--- src/rtl/de_hazard_ctrl_if.sv ---
// rtl/de_hazard_ctrl_if.sv - hazard controller hook-up: pipeline status in, stage enables and counters out
interface de_hazard_ctrl_if #(
  parameter int CNT_W = 16
);
  logic [4:0]       fdRsAddr_i;
  logic [4:0]       fdRtAddr_i;
  logic             fdUsesRt_i;
  logic             deMemToRead_i;
  logic [4:0]       deRtAddr_i;
  logic             branchTaken_i;
  logic             memBusy_i;
  logic             clearCounters_i;
  logic             pcWrite_o;
  logic             fdWrite_o;
  logic             fdFlush_o;
  logic             deWrite_o;
  logic             deFlush_o;
  logic             emWrite_o;
  logic             emFlush_o;
  logic [1:0]       state_o;
  logic             error_o;
  logic [CNT_W-1:0] stallCount_o;
  logic [CNT_W-1:0] flushCount_o;

  modport master (
    output fdRsAddr_i, fdRtAddr_i, fdUsesRt_i, deMemToRead_i, deRtAddr_i,
           branchTaken_i, memBusy_i, clearCounters_i,
    input  pcWrite_o, fdWrite_o, fdFlush_o, deWrite_o, deFlush_o, emWrite_o,
           emFlush_o, state_o, error_o, stallCount_o, flushCount_o
  );

  modport slave (
    input  fdRsAddr_i, fdRtAddr_i, fdUsesRt_i, deMemToRead_i, deRtAddr_i,
           branchTaken_i, memBusy_i, clearCounters_i,
    output pcWrite_o, fdWrite_o, fdFlush_o, deWrite_o, deFlush_o, emWrite_o,
           emFlush_o, state_o, error_o, stallCount_o, flushCount_o
  );
endinterface

--- src/rtl/de_hazard_ctrl.sv ---
// rtl/de_hazard_ctrl.sv - 5-stage pipeline sequencing: load-use bubbles, branch flushes, memory waits
module de_hazard_ctrl #(
  parameter int TIMEOUT = 16,
  parameter int CNT_W   = 16
) (
  input  logic               clk_i,
  input  logic               rst_ni,
  de_hazard_ctrl_if.slave    bus
);

  localparam int WAIT_W = (TIMEOUT > 1) ? $clog2(TIMEOUT) : 1;

  // Control vector order: {pcW, fdW, fdF, deW, deF, emW, emF}
  localparam logic [6:0] CTRL_RUN    = 7'b1101010;
  localparam logic [6:0] CTRL_BUBBLE = 7'b0001110;
  localparam logic [6:0] CTRL_BRANCH = 7'b1010101;
  localparam logic [6:0] CTRL_FROZEN = 7'b0000000;

  typedef enum logic [1:0] {
    RUN      = 2'd0,
    MEM_WAIT = 2'd1,
    ERROR    = 2'd2,
    ILLEGAL  = 2'd3
  } state_e;

  state_e             state_q, state_d;
  logic [WAIT_W-1:0]  wait_q, wait_d;
  logic [CNT_W-1:0]   stall_q, stall_d;
  logic [CNT_W-1:0]   flush_q, flush_d;
  logic [6:0]         ctrl;
  logic               load_use;
  logic               stall_evt;
  logic               flush_evt;

  always_comb begin
    load_use = bus.deMemToRead_i && (bus.deRtAddr_i != 5'd0) &&
               ((bus.deRtAddr_i == bus.fdRsAddr_i) ||
                (bus.fdUsesRt_i && (bus.deRtAddr_i == bus.fdRtAddr_i)));
    ctrl      = CTRL_FROZEN;
    state_d   = state_q;
    wait_d    = wait_q;
    flush_evt = 1'b0;

    case (state_q)
      RUN: begin
        // A busy memory freezes everything; branch/load-use are re-presented afterwards
        if (bus.memBusy_i) begin
          state_d = MEM_WAIT;
          wait_d  = '0;
        end else if (bus.branchTaken_i) begin
          ctrl      = CTRL_BRANCH;
          flush_evt = 1'b1;
        end else if (load_use) begin
          ctrl = CTRL_BUBBLE;
        end else begin
          ctrl = CTRL_RUN;
        end
      end
      MEM_WAIT: begin
        if (!bus.memBusy_i) begin
          state_d = RUN;
        end else if (wait_q == WAIT_W'(TIMEOUT - 1)) begin
          state_d = ERROR;
        end else begin
          wait_d = wait_q + WAIT_W'(1);
        end
      end
      ERROR:   state_d = ERROR;
      default: state_d = RUN;
    endcase

    // ERROR and the unreachable encoding both have bit 1 set; neither counts stalls
    stall_evt = !ctrl[6] && !state_q[1];

    if (bus.clearCounters_i) begin
      stall_d = '0;
      flush_d = '0;
    end else begin
      stall_d = (stall_evt && (stall_q != '1)) ? stall_q + CNT_W'(1) : stall_q;
      flush_d = (flush_evt && (flush_q != '1)) ? flush_q + CNT_W'(1) : flush_q;
    end
  end

  always_ff @(posedge clk_i or negedge rst_ni) begin
    if (!rst_ni) begin
      state_q <= RUN;
      wait_q  <= '0;
      stall_q <= '0;
      flush_q <= '0;
    end else begin
      state_q <= state_d;
      wait_q  <= wait_d;
      stall_q <= stall_d;
      flush_q <= flush_d;
    end
  end

  assign bus.pcWrite_o    = ctrl[6] & rst_ni;
  assign bus.fdWrite_o    = ctrl[5] & rst_ni;
  assign bus.fdFlush_o    = ctrl[4] & rst_ni;
  assign bus.deWrite_o    = ctrl[3] & rst_ni;
  assign bus.deFlush_o    = ctrl[2] & rst_ni;
  assign bus.emWrite_o    = ctrl[1] & rst_ni;
  assign bus.emFlush_o    = ctrl[0] & rst_ni;
  assign bus.state_o      = state_q;
  assign bus.error_o      = state_q[1];
  assign bus.stallCount_o = stall_q;
  assign bus.flushCount_o = flush_q;

endmodule

--- src/flat_wrapper.sv ---
// flat-port wrapper written by rule: the top's interface ports become plain ports
module de_hazard_ctrl_flat 
#(
  parameter int TIMEOUT = 16,
  parameter int CNT_W   = 16
)
  (clk_i, rst_ni, bus_fdRsAddr_i, bus_fdRtAddr_i, bus_fdUsesRt_i, bus_deMemToRead_i, bus_deRtAddr_i, bus_branchTaken_i, bus_memBusy_i, bus_clearCounters_i, bus_pcWrite_o, bus_fdWrite_o, bus_fdFlush_o, bus_deWrite_o, bus_deFlush_o, bus_emWrite_o, bus_emFlush_o, bus_state_o, bus_error_o, bus_stallCount_o, bus_flushCount_o);
  de_hazard_ctrl_if #(.CNT_W(CNT_W)) bus_i ();
  input  logic clk_i;
  input  logic rst_ni;
  input wire logic [$bits(bus_i.fdRsAddr_i)-1:0] bus_fdRsAddr_i;
  input wire logic [$bits(bus_i.fdRtAddr_i)-1:0] bus_fdRtAddr_i;
  input wire logic [$bits(bus_i.fdUsesRt_i)-1:0] bus_fdUsesRt_i;
  input wire logic [$bits(bus_i.deMemToRead_i)-1:0] bus_deMemToRead_i;
  input wire logic [$bits(bus_i.deRtAddr_i)-1:0] bus_deRtAddr_i;
  input wire logic [$bits(bus_i.branchTaken_i)-1:0] bus_branchTaken_i;
  input wire logic [$bits(bus_i.memBusy_i)-1:0] bus_memBusy_i;
  input wire logic [$bits(bus_i.clearCounters_i)-1:0] bus_clearCounters_i;
  output wire logic [$bits(bus_i.pcWrite_o)-1:0] bus_pcWrite_o;
  output wire logic [$bits(bus_i.fdWrite_o)-1:0] bus_fdWrite_o;
  output wire logic [$bits(bus_i.fdFlush_o)-1:0] bus_fdFlush_o;
  output wire logic [$bits(bus_i.deWrite_o)-1:0] bus_deWrite_o;
  output wire logic [$bits(bus_i.deFlush_o)-1:0] bus_deFlush_o;
  output wire logic [$bits(bus_i.emWrite_o)-1:0] bus_emWrite_o;
  output wire logic [$bits(bus_i.emFlush_o)-1:0] bus_emFlush_o;
  output wire logic [$bits(bus_i.state_o)-1:0] bus_state_o;
  output wire logic [$bits(bus_i.error_o)-1:0] bus_error_o;
  output wire logic [$bits(bus_i.stallCount_o)-1:0] bus_stallCount_o;
  output wire logic [$bits(bus_i.flushCount_o)-1:0] bus_flushCount_o;
  assign bus_i.fdRsAddr_i = bus_fdRsAddr_i;
  assign bus_i.fdRtAddr_i = bus_fdRtAddr_i;
  assign bus_i.fdUsesRt_i = bus_fdUsesRt_i;
  assign bus_i.deMemToRead_i = bus_deMemToRead_i;
  assign bus_i.deRtAddr_i = bus_deRtAddr_i;
  assign bus_i.branchTaken_i = bus_branchTaken_i;
  assign bus_i.memBusy_i = bus_memBusy_i;
  assign bus_i.clearCounters_i = bus_clearCounters_i;
  assign bus_pcWrite_o = bus_i.pcWrite_o;
  assign bus_fdWrite_o = bus_i.fdWrite_o;
  assign bus_fdFlush_o = bus_i.fdFlush_o;
  assign bus_deWrite_o = bus_i.deWrite_o;
  assign bus_deFlush_o = bus_i.deFlush_o;
  assign bus_emWrite_o = bus_i.emWrite_o;
  assign bus_emFlush_o = bus_i.emFlush_o;
  assign bus_state_o = bus_i.state_o;
  assign bus_error_o = bus_i.error_o;
  assign bus_stallCount_o = bus_i.stallCount_o;
  assign bus_flushCount_o = bus_i.flushCount_o;
  de_hazard_ctrl #(.TIMEOUT(TIMEOUT), .CNT_W(CNT_W)) u_core (.clk_i(clk_i), .rst_ni(rst_ni), .bus(bus_i));
endmodule
--- config.mk ---
export PLATFORM = sky130hd
export DESIGN_NAME = de_hazard_ctrl_flat
export DESIGN_NICKNAME = d
export VERILOG_FILES = /design/src/rtl/de_hazard_ctrl_if.sv /design/src/rtl/de_hazard_ctrl.sv /design/src/flat_wrapper.sv
export SDC_FILE = /design/constraint.sdc
export NUM_CORES = 1
export LEC_CHECK = 0
export ABC_AREA = 1
export CAP_MARGIN = 20
export CORE_MARGIN = 5
export CORE_UTILIZATION = 23
export DETAILED_ROUTE_END_ITERATION = 16
export PLACE_DENSITY = 0.52
export SYNTH_ARGS = -nofsm -noshare
export SYNTH_HDL_FRONTEND = slang
export SYNTH_SLANG_ARGS = --single-unit
--- constraint.sdc ---
create_clock -name clk_i -period 3.09 [get_ports clk_i]
set_input_delay 0.4635 -clock clk_i [delete_from_list [all_inputs] [get_ports clk_i]]
set_output_delay 0.4635 -clock clk_i [all_outputs]
set_load 0.05 [all_outputs]
======== Word level (Yosys, flattened, before mapping) ========
Index checks and enable logic that the tools add are counted.
Widths: inputs -> output; s select.
cells by class
  add/subtract/negate cells ............... 3
  $mul .................................... 0
  div/mod/pow operators ................... 0
  $lt $le $gt $ge ......................... 0
  eq/ne operators ......................... 11
  shifts and indexed selects .............. 0
  multiplexer cells ....................... 19
  bitwise logic cells ..................... 7
  reduce and logical (&&, ||, !) cells .... 16
operator list
  cell                   count
  $mux 16                4
  $add 16x1->16 const B  2
  $ne 16x16->1 const B   2
  $mux 7                 4
  $mux 4                 3
  $eq 5x5->1             2
  $pmux 4 s2             1
  $and 1x1->1            7
  $logic_and 1x1->1      6
  $mux 2                 3
  $ne 2x2->1 const B     3
  $pmux 2 s3             1
  $reduce_bool 2->1      3
  $reduce_bool 5->1      1
  $add 4x1->4 const B    1
  $eq 4x4->1 const B     1
  $reduce_and 4->1       1
  $mux 1                 3
  $ne 3x2->1 const B     1
  $eq 2x1->1 const B     1
  $eq 2x2->1 const B     1
  $logic_not 1->1        2
  $logic_not 2->1        1
  $reduce_and 2->1       1
  $logic_or 1x1->1       1
storage, ports and cells
  register bits ........................... 38
  latch bits .............................. 0
  bits in writable memories ............... 0
  bits in read-only memories .............. 0
  output and inout port bits .............. 42
  memories kept ........................... 0

======== Longest topological paths before layout ========
Gate-level depths: netlist of the first run.
  word-level depth ........................ 13
  gate-level depth with buffers ........... 12
  depth with buffers taken out ............ 11

======== Least setup slack after synthesis of the first run ========
Ideal clock, no wire load.
  kind .................................... register to output
  start ................................... register u_core.state_q[0] (netlist: u_core.bus.state_o[0])
  end ..................................... output bus_emWrite_o
  arrival ................................. 2.001 ns
  required time ........................... 2.626 ns
  path slack .............................. 0.626 ns
  cell stages (with the launch flop) ...... 7
  buffers on the path ..................... 1
  path through ............................ dfrtp_1 > nor2_1 > nand2_1 > inv_1 > nand2_1 > nor2_1 > buf_4
between the ends
  cells in the longest elaborated chain, start to end .. 3
RTL lines
  element                   line                   RTL
  start: declaration        de_hazard_ctrl.sv:26   state_e state_q, state_d;
  start signal: assignment  de_hazard_ctrl.sv:91   state_q <= state_d;
  $logic_not 2->1           de_hazard_ctrl.sv:44   case (state_q)
  $mux 7                    de_hazard_ctrl.sv:44
  $and 1x1->1               de_hazard_ctrl.sv:103  assign bus.emWrite_o = ctrl[1] & rst_ni;
  end: declaration          flat_wrapper.sv:24     output wire logic [$bits(bus_i.emWrite_o)-1:0] bus_emWrite_o;
Every way passes these cells.

======== Worst setup path in the final report of the first run ========
  start ................................... input bus_deRtAddr_i[4]
  end ..................................... output bus_pcWrite_o
between the ends
  cells in the longest elaborated chain, start to end .. 9
  elaborated cells between the ends (all ways) .. 12
RTL lines
  element              line                  RTL
  start: declaration   flat_wrapper.sv:15    input wire logic [$bits(bus_i.deRtAddr_i)-1:0] bus_deRtAddr_i;
  $eq 5x5->1           de_hazard_ctrl.sv:38  (bus.fdUsesRt_i && (bus.deRtAddr_i == bus.fdRtAddr_i)));
  $logic_and 1x1->1    de_hazard_ctrl.sv:38
  $logic_or 1x1->1     de_hazard_ctrl.sv:37  ((bus.deRtAddr_i == bus.fdRsAddr_i) ||
  $logic_and 1x1->1 *  de_hazard_ctrl.sv:36  load_use = bus.deMemToRead_i && (bus.deRtAddr_i != 5'd0) &&
  $mux 7 *             de_hazard_ctrl.sv:53  end else if (load_use) begin
  $mux 7 *             de_hazard_ctrl.sv:50  end else if (bus.branchTaken_i) begin
  $mux 7 *             de_hazard_ctrl.sv:47  if (bus.memBusy_i) begin
  $mux 7 *             de_hazard_ctrl.sv:44
  $and 1x1->1 *        de_hazard_ctrl.sv:98  assign bus.pcWrite_o = ctrl[6] & rst_ni;
  end: declaration     flat_wrapper.sv:19    output wire logic [$bits(bus_i.pcWrite_o)-1:0] bus_pcWrite_o;
Every way passes the cells marked *; elsewhere a longest branch is shown, timed or not.

==> impl_metrics.ini, run 1 <==
[drt]
drc = 0
drt_wl_total_um = 6999
wl_met2_um = 3451
met1_length_um = 3175
drtIter0Drc = 93
dr_wl_met3_um = 310
drt-pass1-iter-count = 4
via_per_inst = 4.503
vias = 2562
detail-route-antenna-nets = 0
top_layer_used = met4
post_drt_wl_per_cell_um = 12.30

[cts]
numCtsBuffers = 5
cts_buffer_depth = 2
cts_tree = built
cts_root_buf = clkbuf_8
post_cts_resized = 0
path_clk_slew_ps = 80
cts_hold_buf = 0
cts.sinks = 38
clkLatencyLatePin_ps = 290
cts_setup_buffers = 0
cts_max_level = 2

[timing]
final.setup_skew_ps = 2.990
maxSlewViolCount = 0
rsz0062_at_grt = no
setup_viol = 0
post-route-period-util_pct = 76.04
clock.fmax_mhz = 425.6
timing_hold_violations_final = 0
slew_headroom_pct = 58.20
tightest_slew_ps = 626.1
layout_min_cycle_time_ps = 2350
setup_tns_ps = 0

[pwr]
swShare_pct = 24.99
leakagePower_nw = 1.623
power_density_mw_per_mm2 = 280.3
seqPwrFrac_pct = 52.3
clkPwrFrac_pct = 38.9
peakVddDrop_mv = 0.1135
p_int_uw = 712.1
power.net_switching_uw = 237.3
finalPower_uw = 949.3
p_comb_share_pct = 8.8

[global_route]
grt_overflow = 0
grt_first_pass_wirelength_um = 11840
antenna_found_initial = 0
grt_pass1_vias = 2487
grt_max_degree = 39
grtUsageTotal_pct = 10.73

[floorplanning]
num_rows = 38
die_y_um = 115.7
dieWidth_um = 115.7
core_mm2 = 0.01089
top_level_ports = 64
initial_core_util_pct = 23.59
die-area_mm2 = 0.01338

[synth]
postSynthCellCount = 367
synth_cell_types = 25
synth-seq-cells = 38
synthesis.nets = 392
synth_area_mm2 = 0.002569
avgSynthCellArea_um2 = 6.999
seq_area_frac_synth_pct = 37.02
yosysWarnings = 0

[placement]
placed_cell_area_mm2 = 0.003296
io_buffers = 63
dp.cells = 561
dp_hpwl_um = 5239
routabilityCongestion = 0.7846

[hold_path]
hold_path_class = in -> async

[finish]
final_cell_mix = nand2_1 (92), clkdlybuf4s50_1 (55), inv_1 (48)
final_common_cell = nand2_1
final_cells = 569
fin_area_mm2 = 0.003387
antenna_cells = 0
drive_gt1_share_pct = 6.760
syn2layout_area_growth_pct = 31.86
fin_nets = 453

[worst_setup_path]
crit_fanout = 4
critPathArrivalTime_ps = 1890
worstPathRequired_ps = 2630
cp-start-kind = primary input
worstSetupEndpointType = output port
path_class = in -> out

[status]
outcome = finished clean

[flow_run]
cap_violations = 0
area by class of cell:
| cell class | instances | area [um^2] |
|---|---|---|
| inverter | 49 | 183.9 |
| fill | 1170 | 7501 |
| timing repair buffer | 66 | 630.6 |
| tap | 140 | 175.2 |
| clock buffer | 7 | 86.33 |
| sequential | 38 | 950.9 |
| multi-input combinational | 268 | 1355 |
| clock inverter | 1 | 5.005 |
worst max-delay path, stage by stage:
cell and delay [ps]:
clkdlybuf4s50_1 560, inv_1 60, nand2_1 50, nand2_1 50
nor2_1 110, nand3_1 70, nand2_1 90, nand3_1 110
nand3_1 90, inv_1 40, buf_4 180
stage by stage:
step	util [%]	setup WS (ps)	hold slack (ps)
floorplan	-	625.9	167.9
global placement	30.27	721.6	493.0
detailed placement	30.27	670.4	502.0
CTS	31.11	724.8	296.2
global route	31.11	580.6	339.7
finish	31.11	740.3	273.8
worst paths after layout:
kind,start,end,slack [ps],depth (start not counted)
max reg2reg,u_core.bus.flushCount_o[0],u_core.bus.flushCount_o[15],1130,8
max in group asynchronous,rst_ni,u_core.bus.flushCount_o[4],2470,2
min in group clk_i,u_core.wait_q[0],u_core.wait_q[0],510,1
min,rst_ni,u_core.bus.stallCount_o[2],270,2
min reg2reg,u_core.wait_q[0],u_core.wait_q[0],510,1
max,bus_deRtAddr_i[4],bus_pcWrite_o,740,11
flip-flops by register name, summed over array words and instances, names as in the netlist:
| signal | count |
|---|---|
| u_core.bus.state_o | 2 |
| u_core.wait_q | 4 |
| u_core.bus.flushCount_o | 16 |
| u_core.bus.stallCount_o | 16 |
power groups by stage:
stage                     sequential (mW)  combinational (mW)  clock [mW]
final                               0.497              0.0836       0.369
after floorplan                     0.507              0.0355           0
after detailed placement            0.507              0.0849           0
after global placement              0.507              0.0844           0
after CTS                           0.497              0.0850       0.383
after global routing                0.497              0.0950       0.398
cells by family after synthesis:
family / count (synthesis) / synth area share, %
AOI/OAI and AO/OA: 23 / 5.114
xor gates and xnor gates: 25 / 8.524
adders and majority gates: 3 / 1.461
DFF: 38 / 37.02
and+or+nand+nor: 217 / 37.65
buffers and inverters: 61 / 10.23
cells in the mapped netlist (all sizes together):
cell / n / area, um^2
nand2: 96 / 375.4
inv: 49 / 183.9
nor2: 49 / 193.9
nand3: 43 / 220.2
dfrtp: 38 / 950.9
nand4: 22 / 137.6
xor2: 21 / 183.9
buf: 11 / 75.07
o21ai: 9 / 45.04
a21oi: 7 / 35.03
nor3: 7 / 40.04
o31ai: 6 / 45.04
xnor2: 4 / 35.03
ha: 3 / 37.54
clkbuf: 1 / 3.750
o22ai: 1 / 6.260
metal layers:
| metal | vias to the layer above | global-route usage, % |
|---|---|---|
| li1 | 1303 | - |
| met1 | 1211 | 13.61 |
| met2 | 40 | 18.48 |
| met3 | 8 | 2.715 |
| met4 | 0 | 2.398 |
| met5 | - | 0 |
(Power assumes the default switching activity.)
==> run 2: changes to the inputs <==
Clock period 3.09 ns to 2.2 ns, I/O delays scaled along.
==> run 2 against run 1 <==
Compared with the run above: global-route usage fell by 0.055 points; critical path type unchanged; sequential power grew 40%; largest cell class unchanged; highest routed layer unchanged; largest power group unchanged; clock power increased by 38%; utilization is 1.4 points higher.
==> impl_metrics.ini, run 2 (same netlist as run 1, synthesis figures left out) <==
[cts]
clkLatencyLatePin_ps = 290
cts_root_buf = clkbuf_8
path_clk_slew_ps = 80
cts_tree = built
cts_max_level = 2
cts_buffer_depth = 2
numCtsBuffers = 5
cts_hold_buf = 0
post_cts_resized = 0
cts.sinks = 38
cts_setup_buffers = 0

[placement]
routabilityCongestion = 0.8439
io_buffers = 63
place_worst_setup_slack_ps = 106.4
dp_hpwl_um = 5407

[global_route]
grt_pass1_vias = 2445
grt_first_pass_wirelength_um = 11630
grt_max_degree = 39
met2_usage_pct = 18.56
antenna_found_initial = 0
grt_overflow = 0
grtUsageTotal_pct = 10.68
met1_usage_pct = 13.76
grtUsageMet3_pct = 2.611
grt.busiest_layer = met2

[drt]
detail-route-antenna-nets = 0
via_per_inst = 4.407
vias = 2534
drc = 0
post_drt_wl_per_cell_um = 12.10
drtIter0Drc = 99
drt-pass1-iter-count = 4
drt_wl_total_um = 6960

[finish]
multi_input_area_mm2 = 0.001359
utilization_pct = 32.48
regArea_um2 = 950.9
fin_nets = 459
syn2layout_area_growth_pct = 37.65
antenna_cells = 0
fillers = 1148
drive_gt1_share_pct = 8.276
final_common_cell = nand2_1
final_cell_mix = nand2_1 (92), clkdlybuf4s50_1 (55), inv_1 (48)

[floorplanning]
top_level_ports = 64
dieWidth_um = 115.7
core_mm2 = 0.01089
num_rows = 38
die-area_mm2 = 0.01338
die_y_um = 115.7
initial_core_util_pct = 23.59

[timing]
timing.hold.ws_ps = 132.2
tightest_slew_ps = 528.3
layout_min_cycle_time_ps = 2060
clock.fmax_mhz = 485.5
timing_hold_violations_final = 0
setup_viol = 0
setup_slack_ps = 140.2
slew_headroom_pct = 64.67
post-route-period-util_pct = 93.63
maxSlewViolCount = 0
final.setup_skew_ps = 11.70

[worst_setup_path]
r2r_setup_slack_ps = 310
max_stage_delay_ps = 450
path_cells = clkdlybuf4s50_1 -> inv_1 -> nand4_1 -> o21ai_0 -> inv_1 -> nand2_1 -> nand2_1 -> nor2_1 -> buf_12
crit_fanout = 3
worstPathRequired_ps = 1870
worstSetupEndpointType = output port
cp-start-kind = primary input
timing.rr.start = u_core.bus.flushCount_o[0]
path_class = in -> out
r2r_cells = 9
critPathArrivalTime_ps = 1730
r2r-end = u_core.bus.flushCount_o[8]
slowest_stage = clkdlybuf4s50_1

[flow_run]
cap_violations = 0

[hold_path]
hold_path_class = in -> async

[pwr]
peakVddDrop_mv = 0.1718
power_density_mw_per_mm2 = 376.6
finalPower_mw = 1.331
leakagePower_nw = 1.674

[status]
outcome = finished clean
## run 2: area by class of cell
| class | instances | area share, % |
|---|---|---|
| multi-input combinational | 268 | 38.43 |
| inverter | 49 | 5.202 |
| clock buffer | 7 | 2.442 |
| sequential | 38 | 26.89 |
| clock inverter | 1 | 0.1415 |
| timing repair buffer | 72 | 21.94 |
| tap | 140 | 4.954 |
## run 2: metrics by stage
stage                     setup TNS [ps]  instance area [um^2]  std cells
after detailed placement               0                  3441        567
final                                  0                  3536        575
after CTS                              0                  3532        575
after global placement                 0                  3441        567
after global routing              -22.38                  3536        575
after floorplan                   -260.8                  2569        367
## run 2: worst max-delay path by stage
| stage | startpoint | to | slack [ps] | cells past startpoint |
|---|---|---|---|---|
| floorplan | u_core.bus.state_o[0] | bus_emWrite_o | -130 | 6 |
| global placement | bus_deRtAddr_i[1] | bus_deFlush_o | 110 | 10 |
| detailed placement | bus_deRtAddr_i[1] | bus_deFlush_o | 110 | 10 |
| CTS | bus_deRtAddr_i[1] | bus_deFlush_o | 100 | 10 |
| global route | bus_deRtAddr_i[2] | bus_fdWrite_o | -20 | 9 |
| finish | bus_deRtAddr_i[0] | bus_fdWrite_o | 140 | 9 |
## run 2: critical path: cells and delay by family
kind            cells  cell delay (ps)
buf+inv             4              800
simple gates        4              420
compound gates      1              170
## run 2: layer usage
metal | vias up | wire length, um | part of all wire [%]
li1 | 1318 | - | -
met1 | 1172 | 3235 | 46
met2 | 37 | 3402 | 49
met3 | 7 | 277 | 4.0
met4 | 0 | 44 | 0.63
met5 | - | 0 | 0
## run 2: where the power goes
group,internal (mW),switching (mW),total [mW]
combinational,0.0553,0.0692,0.125
clock,0.253,0.256,0.509
sequential,0.698,0.000000145,0.698
total,1.01,0.325,1.33
